<file path="src/rtl/zigbee_phase_demod_if.sv">
// Phase-sample stream in, chip decisions out, for the Zigbee phase-difference demodulator.
interface zigbee_phase_demod_if #(
  parameter int unsigned W_SIZE   = 6,
  parameter int unsigned ACC_SIZE = 9
);
  logic                       enable;
  logic                       sample_en;
  logic signed [W_SIZE-1:0]   wout;
  logic                       chip_out;
  logic                       chip_valid;
  logic signed [W_SIZE-1:0]   dphi;
  logic signed [ACC_SIZE-1:0] freq_acc;

  modport master (
    output enable, sample_en, wout,
    input  chip_out, chip_valid, dphi, freq_acc
  );

  modport slave (
    input  enable, sample_en, wout,
    output chip_out, chip_valid, dphi, freq_acc
  );
endinterface

</file>
<file path="src/rtl/zigbee_phase_demod.sv">
// Differentiates CORDIC phase samples, integrates OSR differences per chip and
// slices the sign of the sum into a chip decision.
module zigbee_phase_demod #(
  parameter int unsigned W_SIZE   = 6,
  parameter int unsigned OSR      = 4,
  parameter int unsigned ACC_SIZE = 9
) (
  input logic                 clk,
  input logic                 rst_n,
  zigbee_phase_demod_if.slave demod_io
);

  localparam int unsigned     CntW    = $clog2(OSR);
  localparam logic [CntW-1:0] CntLast = CntW'(OSR - 1);

  if (OSR < 2 || OSR > 16) begin : g_bad_osr
    $error("OSR must lie in 2..16");
  end
  if (ACC_SIZE < W_SIZE + $clog2(OSR) + 1) begin : g_bad_acc
    $error("ACC_SIZE too narrow for W_SIZE and OSR");
  end

  typedef enum logic [1:0] {StIdle, StPrime, StRun} state_e;

  state_e                     state_q, state_d;
  logic signed [W_SIZE-1:0]   prev_w_q, prev_w_d;
  logic signed [ACC_SIZE-1:0] acc_q, acc_d;
  logic [CntW-1:0]            cnt_q, cnt_d;
  logic signed [W_SIZE-1:0]   dphi_q, dphi_d;
  logic signed [ACC_SIZE-1:0] freq_acc_q, freq_acc_d;
  logic                       chip_out_q, chip_out_d;
  logic                       chip_valid_q, chip_valid_d;

  logic signed [W_SIZE-1:0]   diff;
  logic signed [ACC_SIZE-1:0] diff_ext;
  logic signed [ACC_SIZE-1:0] sum;

  // Truncating subtraction gives the modular wrap: +180 deg lands on the most negative code.
  assign diff     = demod_io.wout - prev_w_q;
  assign diff_ext = {{(ACC_SIZE - W_SIZE){diff[W_SIZE-1]}}, diff};
  assign sum      = acc_q + diff_ext;

  always_comb begin
    state_d      = state_q;
    prev_w_d     = prev_w_q;
    acc_d        = acc_q;
    cnt_d        = cnt_q;
    dphi_d       = dphi_q;
    freq_acc_d   = freq_acc_q;
    chip_out_d   = chip_out_q;
    chip_valid_d = 1'b0;

    if (!demod_io.enable) begin
      state_d = StIdle;
      acc_d   = '0;
      cnt_d   = '0;
    end else begin
      case (state_q)
        StIdle: state_d = StPrime;
        StPrime: begin
          if (demod_io.sample_en) begin
            prev_w_d = demod_io.wout;
            state_d  = StRun;
          end
        end
        StRun: begin
          if (demod_io.sample_en) begin
            prev_w_d = demod_io.wout;
            dphi_d   = diff;
            if (cnt_q == CntLast) begin
              freq_acc_d   = sum;
              acc_d        = '0;
              cnt_d        = '0;
              chip_valid_d = 1'b1;
              // A zero sum carries no information, so the previous decision holds.
              if (sum != '0) begin
                chip_out_d = ~sum[ACC_SIZE-1];
              end
            end else begin
              acc_d = sum;
              cnt_d = cnt_q + 1'b1;
            end
          end
        end
        default: state_d = StIdle;
      endcase
    end
  end

  always_ff @(posedge clk or negedge rst_n) begin
    if (!rst_n) begin
      state_q      <= StIdle;
      prev_w_q     <= '0;
      acc_q        <= '0;
      cnt_q        <= '0;
      dphi_q       <= '0;
      freq_acc_q   <= '0;
      chip_out_q   <= 1'b0;
      chip_valid_q <= 1'b0;
    end else begin
      state_q      <= state_d;
      prev_w_q     <= prev_w_d;
      acc_q        <= acc_d;
      cnt_q        <= cnt_d;
      dphi_q       <= dphi_d;
      freq_acc_q   <= freq_acc_d;
      chip_out_q   <= chip_out_d;
      chip_valid_q <= chip_valid_d;
    end
  end

  assign demod_io.chip_out   = chip_out_q;
  assign demod_io.chip_valid = chip_valid_q;
  assign demod_io.dphi       = dphi_q;
  assign demod_io.freq_acc   = freq_acc_q;

endmodule

</file>
<file path="src/flat_wrapper.sv">
// flat-port wrapper written by rule: the top's interface ports become plain ports
module zigbee_phase_demod_flat 
#(
  parameter int unsigned W_SIZE   = 6,
  parameter int unsigned OSR      = 4,
  parameter int unsigned ACC_SIZE = 9
)
  (clk, rst_n, demod_io_enable, demod_io_sample_en, demod_io_wout, demod_io_chip_out, demod_io_chip_valid, demod_io_dphi, demod_io_freq_acc);
  zigbee_phase_demod_if #(.W_SIZE(W_SIZE), .ACC_SIZE(ACC_SIZE)) demod_io_i ();
  input logic clk;
  input logic rst_n;
  input wire logic [$bits(demod_io_i.enable)-1:0] demod_io_enable;
  input wire logic [$bits(demod_io_i.sample_en)-1:0] demod_io_sample_en;
  input wire logic [$bits(demod_io_i.wout)-1:0] demod_io_wout;
  output wire logic [$bits(demod_io_i.chip_out)-1:0] demod_io_chip_out;
  output wire logic [$bits(demod_io_i.chip_valid)-1:0] demod_io_chip_valid;
  output wire logic [$bits(demod_io_i.dphi)-1:0] demod_io_dphi;
  output wire logic [$bits(demod_io_i.freq_acc)-1:0] demod_io_freq_acc;
  assign demod_io_i.enable = demod_io_enable;
  assign demod_io_i.sample_en = demod_io_sample_en;
  assign demod_io_i.wout = demod_io_wout;
  assign demod_io_chip_out = demod_io_i.chip_out;
  assign demod_io_chip_valid = demod_io_i.chip_valid;
  assign demod_io_dphi = demod_io_i.dphi;
  assign demod_io_freq_acc = demod_io_i.freq_acc;
  zigbee_phase_demod #(.W_SIZE(W_SIZE), .OSR(OSR), .ACC_SIZE(ACC_SIZE)) u_core (.clk(clk), .rst_n(rst_n), .demod_io(demod_io_i));
endmodule
</file>
<file path="config.mk">
export PLATFORM = sky130hd
export DESIGN_NAME = zigbee_phase_demod_flat
export DESIGN_NICKNAME = d
export VERILOG_FILES = /design/src/rtl/zigbee_phase_demod_if.sv /design/src/rtl/zigbee_phase_demod.sv /design/src/flat_wrapper.sv
export SDC_FILE = /design/constraint.sdc
export NUM_CORES = 1
export LEC_CHECK = 0
export BUFFER_PORTS_ARGS = -buffer_cell sky130_fd_sc_hd__buf_2
export CAP_MARGIN = 15
export CORE_MARGIN = 2
export CORE_UTILIZATION = 55
export CTS_BUF_LIST = sky130_fd_sc_hd__clkbuf_4
export CTS_CLUSTER_SIZE = 14
export DETAILED_ROUTE_END_ITERATION = 8
export HOLD_SLACK_MARGIN = 0.15
export PLACE_DENSITY = 0.79
export SYNTH_ARGS = -nofsm -noshare
export SYNTH_HDL_FRONTEND = slang
export SYNTH_SLANG_ARGS = --single-unit
</file>
<file path="constraint.sdc">
create_clock -name clk -period 3.55 [get_ports clk]
set_clock_uncertainty 0.1 [all_clocks]
set_input_delay 0 -clock clk [delete_from_list [all_inputs] [get_ports clk]]
set_output_delay 0 -clock clk [all_outputs]
set_load 0.02 [all_outputs]
</file>
==> reports/metrics.yaml <==
finish:
  final_cell_area_um2: 2390
  regArea_um2: 901
  drive_above_1_share_pct: 20.9
  syn_to_final_growth_pct: 17.2
  nFillCells: 284
  fin_nets: 274
  multi_input_area_um2: 1070
  antenna_cells: 0
global_routing:
  grt_first_pass_wirelength_um: 6890
  overflow: 0
  track_usage_pct: 21.3
  grt_max_degree: 37
  grt_pass1_vias: 1536
  antenna_found_initial: 0
detailed_routing:
  ant_nets: 0
  first_iter_violations: 75
  viasPerCell: 5.30
  drc: 0
  wl_per_cell_um: 13.8
  dr.pass1.iters: 4
  num_vias: 1547
  wl_um: 4030
yosys:
  synth.area.mux_share_pct: 4.85
  synth.avg_cell_area_um2: 10.1
  yosys.cell_types.count: 43
  netlist.top_cell.by_area: "dfrtp_1"
  synth_compound_area_share_pct: 16.3
  synth_warnings: 0
  seq_area_frac_synth_pct: 44.2
  synth_top_area_share_pct: 44.2
  synth_top_family_by_area: "compound AO/OA/AOI/OAI gates"
  synthCells: 202
  synth-simple-area-share_pct: 14.1
  ys_ff_latch: 36
  synth_fa_ha_area_share_pct: 13.0
  syn_area_um2: 2040
  synthesis.nets: 232
  synthXorXnorAreaFrac_pct: 3.81
  ys_top_cells_by_area: "dfrtp_1 44%, ha_1 11%, nand2_1 5.7%, mux2_2 3.9%, o21ai_0 3.4%"
clocking:
  root_buffer: "clkbuf_4"
  clkTransAtPathRegs_ns: 0.11
  cts_max_level: 2
  clk_path_buf_depth: 2
  cts_buffers: 5
  clkLatencyLatePin_ns: 0.34
  cts_sinks: 36
  cts_tree: "yes"
sta:
  period_share_pct: 93.2
  relSlewSlack_pct: 48.3
  worst_pin_slew_ns: 0.776
  rsz0062_at_grt: "false"
  setup_viol: 0
  fin_crit_ns: 3.31
  report.final.slew_viol_count: 0
  fmax_mhz: 302
  hold_violations: 0
  final.setup.tns_ns: 0
floorplanning:
  die_y_um: 64.9
  core_area_um2: 3610
  pin_count: 27
  die_area_um2: 4210
  rows: 22
  start_util_pct: 56.5
  dieWidth_um: 64.9
worst_setup_path:
  required_ns: 3.71
  cp-start-kind: "register"
  reg2reg_depth: 12
  critPathArrivalTime_ns: 3.47
  cp_num_buf_inv: 1
  crit_type: "reg -> reg"
  path_cells: "inv_1 -> ha_1 -> nor2b_2 -> o31a_1 -> a21oi_1 -> ha_1 -> o21a_1 -> o31a_1 -> or4_1 -> o311a_1 -> nor4bb_1 -> a32oi_1"
  max_stage_delay_ns: 0.41
  critPathSlowestCell: "or4_1"
  endpoint_kind: "register"
  critPathMaxFanout: 4
  worst_path_dominant_cell_family: "compound AO/OA/AOI/OAI gates"
  crit_cells: 12
placement:
  place_area_um2: 2220
  place_hpwl_um: 2930
  io_buffers: 26
  place.gp.congestion: 0.795
min_path:
  hold_class: "in -> async"
run_status:
  outcome: "finished, final reports clean"
pwr:
  cellPowerDensity_nw_per_um2: 744
  p_leak_nw: 1.25
  ir_drop_uv: 455
job:
  maxCapViolations: 0
-- repair_timing --
| item | 4_1_cts | 5_1_grt |
|---|---|---|
| hold buffers | 10 | 0 |
| resized for setup | 0 | 4 |
| setup endpoints to repair | 0 | 2 |
| buffers inserted | 0 | 1 |
| endpoints found under the hold margin | 56 | 0 |
-- worst paths after layout --
check                                             from                           to  slack, ns
min reg2reg                u_core.demod_io.freq_acc[0]  u_core.demod_io.freq_acc[0]       0.38
max                                 u_core.prev_w_q[1]     u_core.demod_io.chip_out       0.24
min                                              rst_n            u_core.state_q[1]       0.17
min in group clk                      demod_io_wout[3]           u_core.prev_w_q[3]       0.35
max in group asynchronous                        rst_n              u_core.acc_q[7]       2.69
max reg2reg                         u_core.prev_w_q[1]     u_core.demod_io.chip_out       0.24
-- synth_stat cells (all sizes together) --
library cell / number
nor2: 11
mux2i: 2
nor3: 2
fa: 2
xor2: 5
o31a: 2
nor2b: 4
dfrtp: 36
or4: 2
inv: 17
clkbuf: 3
nand4: 1
and3: 1
o32ai: 1
a32oi: 1
nand2b: 1
a21o: 3
ha: 18
nand3: 3
a21oi: 6
nand2: 31
o211a: 1
xnor2: 3
nor3b: 1
a21boi: 2
o311a: 1
a211oi: 1
o31ai: 1
o21a: 2
o21ai: 22
a22o: 3
nor4bb: 1
mux2: 7
nand3b: 2
or3: 1
o22ai: 1
a311oi: 1
-- through the flow --
step	power (mW)	std cells	utilization [%]	hold slack, ns	worst slack (ns)
finish	1.78	292	66.3	0.165	0.242
detailed placement	1.53	274	61.7	0.0334	0.232
global route	1.93	292	66.3	0.263	0.0306
CTS	1.75	291	65.7	0.190	0.192
floorplan	1.31	202	-	-0.396	0.487
global placement	1.51	274	61.7	0.0288	0.336
-- worst reg2reg max path: stages, from the launching register on --
cell      delay, ns
dfrtp_1        0.40
inv_1          0.10
ha_1           0.23
nor2b_2        0.16
o31a_1         0.35
a21oi_1        0.31
ha_1           0.34
o21a_1         0.18
o31a_1         0.14
or4_1          0.41
o311a_1        0.18
nor4bb_1       0.17
a32oi_1        0.15
-- per-layer routing --
layer | vias to the layer above | routed length [um] | global-route usage, %
met1 | 721 | 1900 | 28.5
met2 | 32 | 1890 | 34.0
met5 | - | 0 | 0
met3 | 10 | 147 | 4.86
li1 | 784 | - | -
met4 | 0 | 87 | 7.71
-- registers in the layout, summed over array words and instances, names as in the netlist --
name                        cells
u_core.demod_io.chip_out        1
u_core.prev_w_q                 6
u_core.demod_io.dphi            6
u_core.acc_q                    9
u_core.demod_io.freq_acc        9
u_core.state_q                  2
u_core.cnt_q                    2
u_core.demod_io.chip_valid      1
-- report_power, final --
group	switching [mW]	internal, mW	leakage, nW	total (mW)
Combinational	0.579	0.454	0.738	1.03
Sequential	0.0489	0.495	0.482	0.544
Clock	0.132	0.0691	0.0261	0.201
Total	0.759	1.02	1.25	1.78
-- logic make-up (layout without fill, tap and decap cells) --
logic type,after synthesis,in the layout
and+or+nand+nor,61,61
AOI/OAI and AO/OA,48,48
DFF,36,36
adders and majority gates,20,20
buffers and inverters,20,62
muxes,9,9
xor gates and xnor gates,8,8
-- cell type report --
type,count,area share [%]
multi-input combinational,146,45.0
sequential,36,37.7
timing repair buffer,38,10.3
inverter,17,2.67
tap,48,2.51
clock buffer,5,1.57
clock inverter,2,0.314
-- cell usage in the layout (no fill, tap or decap), types with 3 or more instances in the layout --
cell type	n
a21oi_1	6
a22o_1	3
buf_2	26
clkbuf_4	5
dfrtp_1	36
dlygate4sd3_1	10
ha_1	17
inv_1	15
mux2_2	7
nand2_1	31
nand3_1	3
nor2_1	11
o21ai_0	14
o21ai_1	8
xor2_1	4
Note: power is estimated with default switching activity, not from simulation.
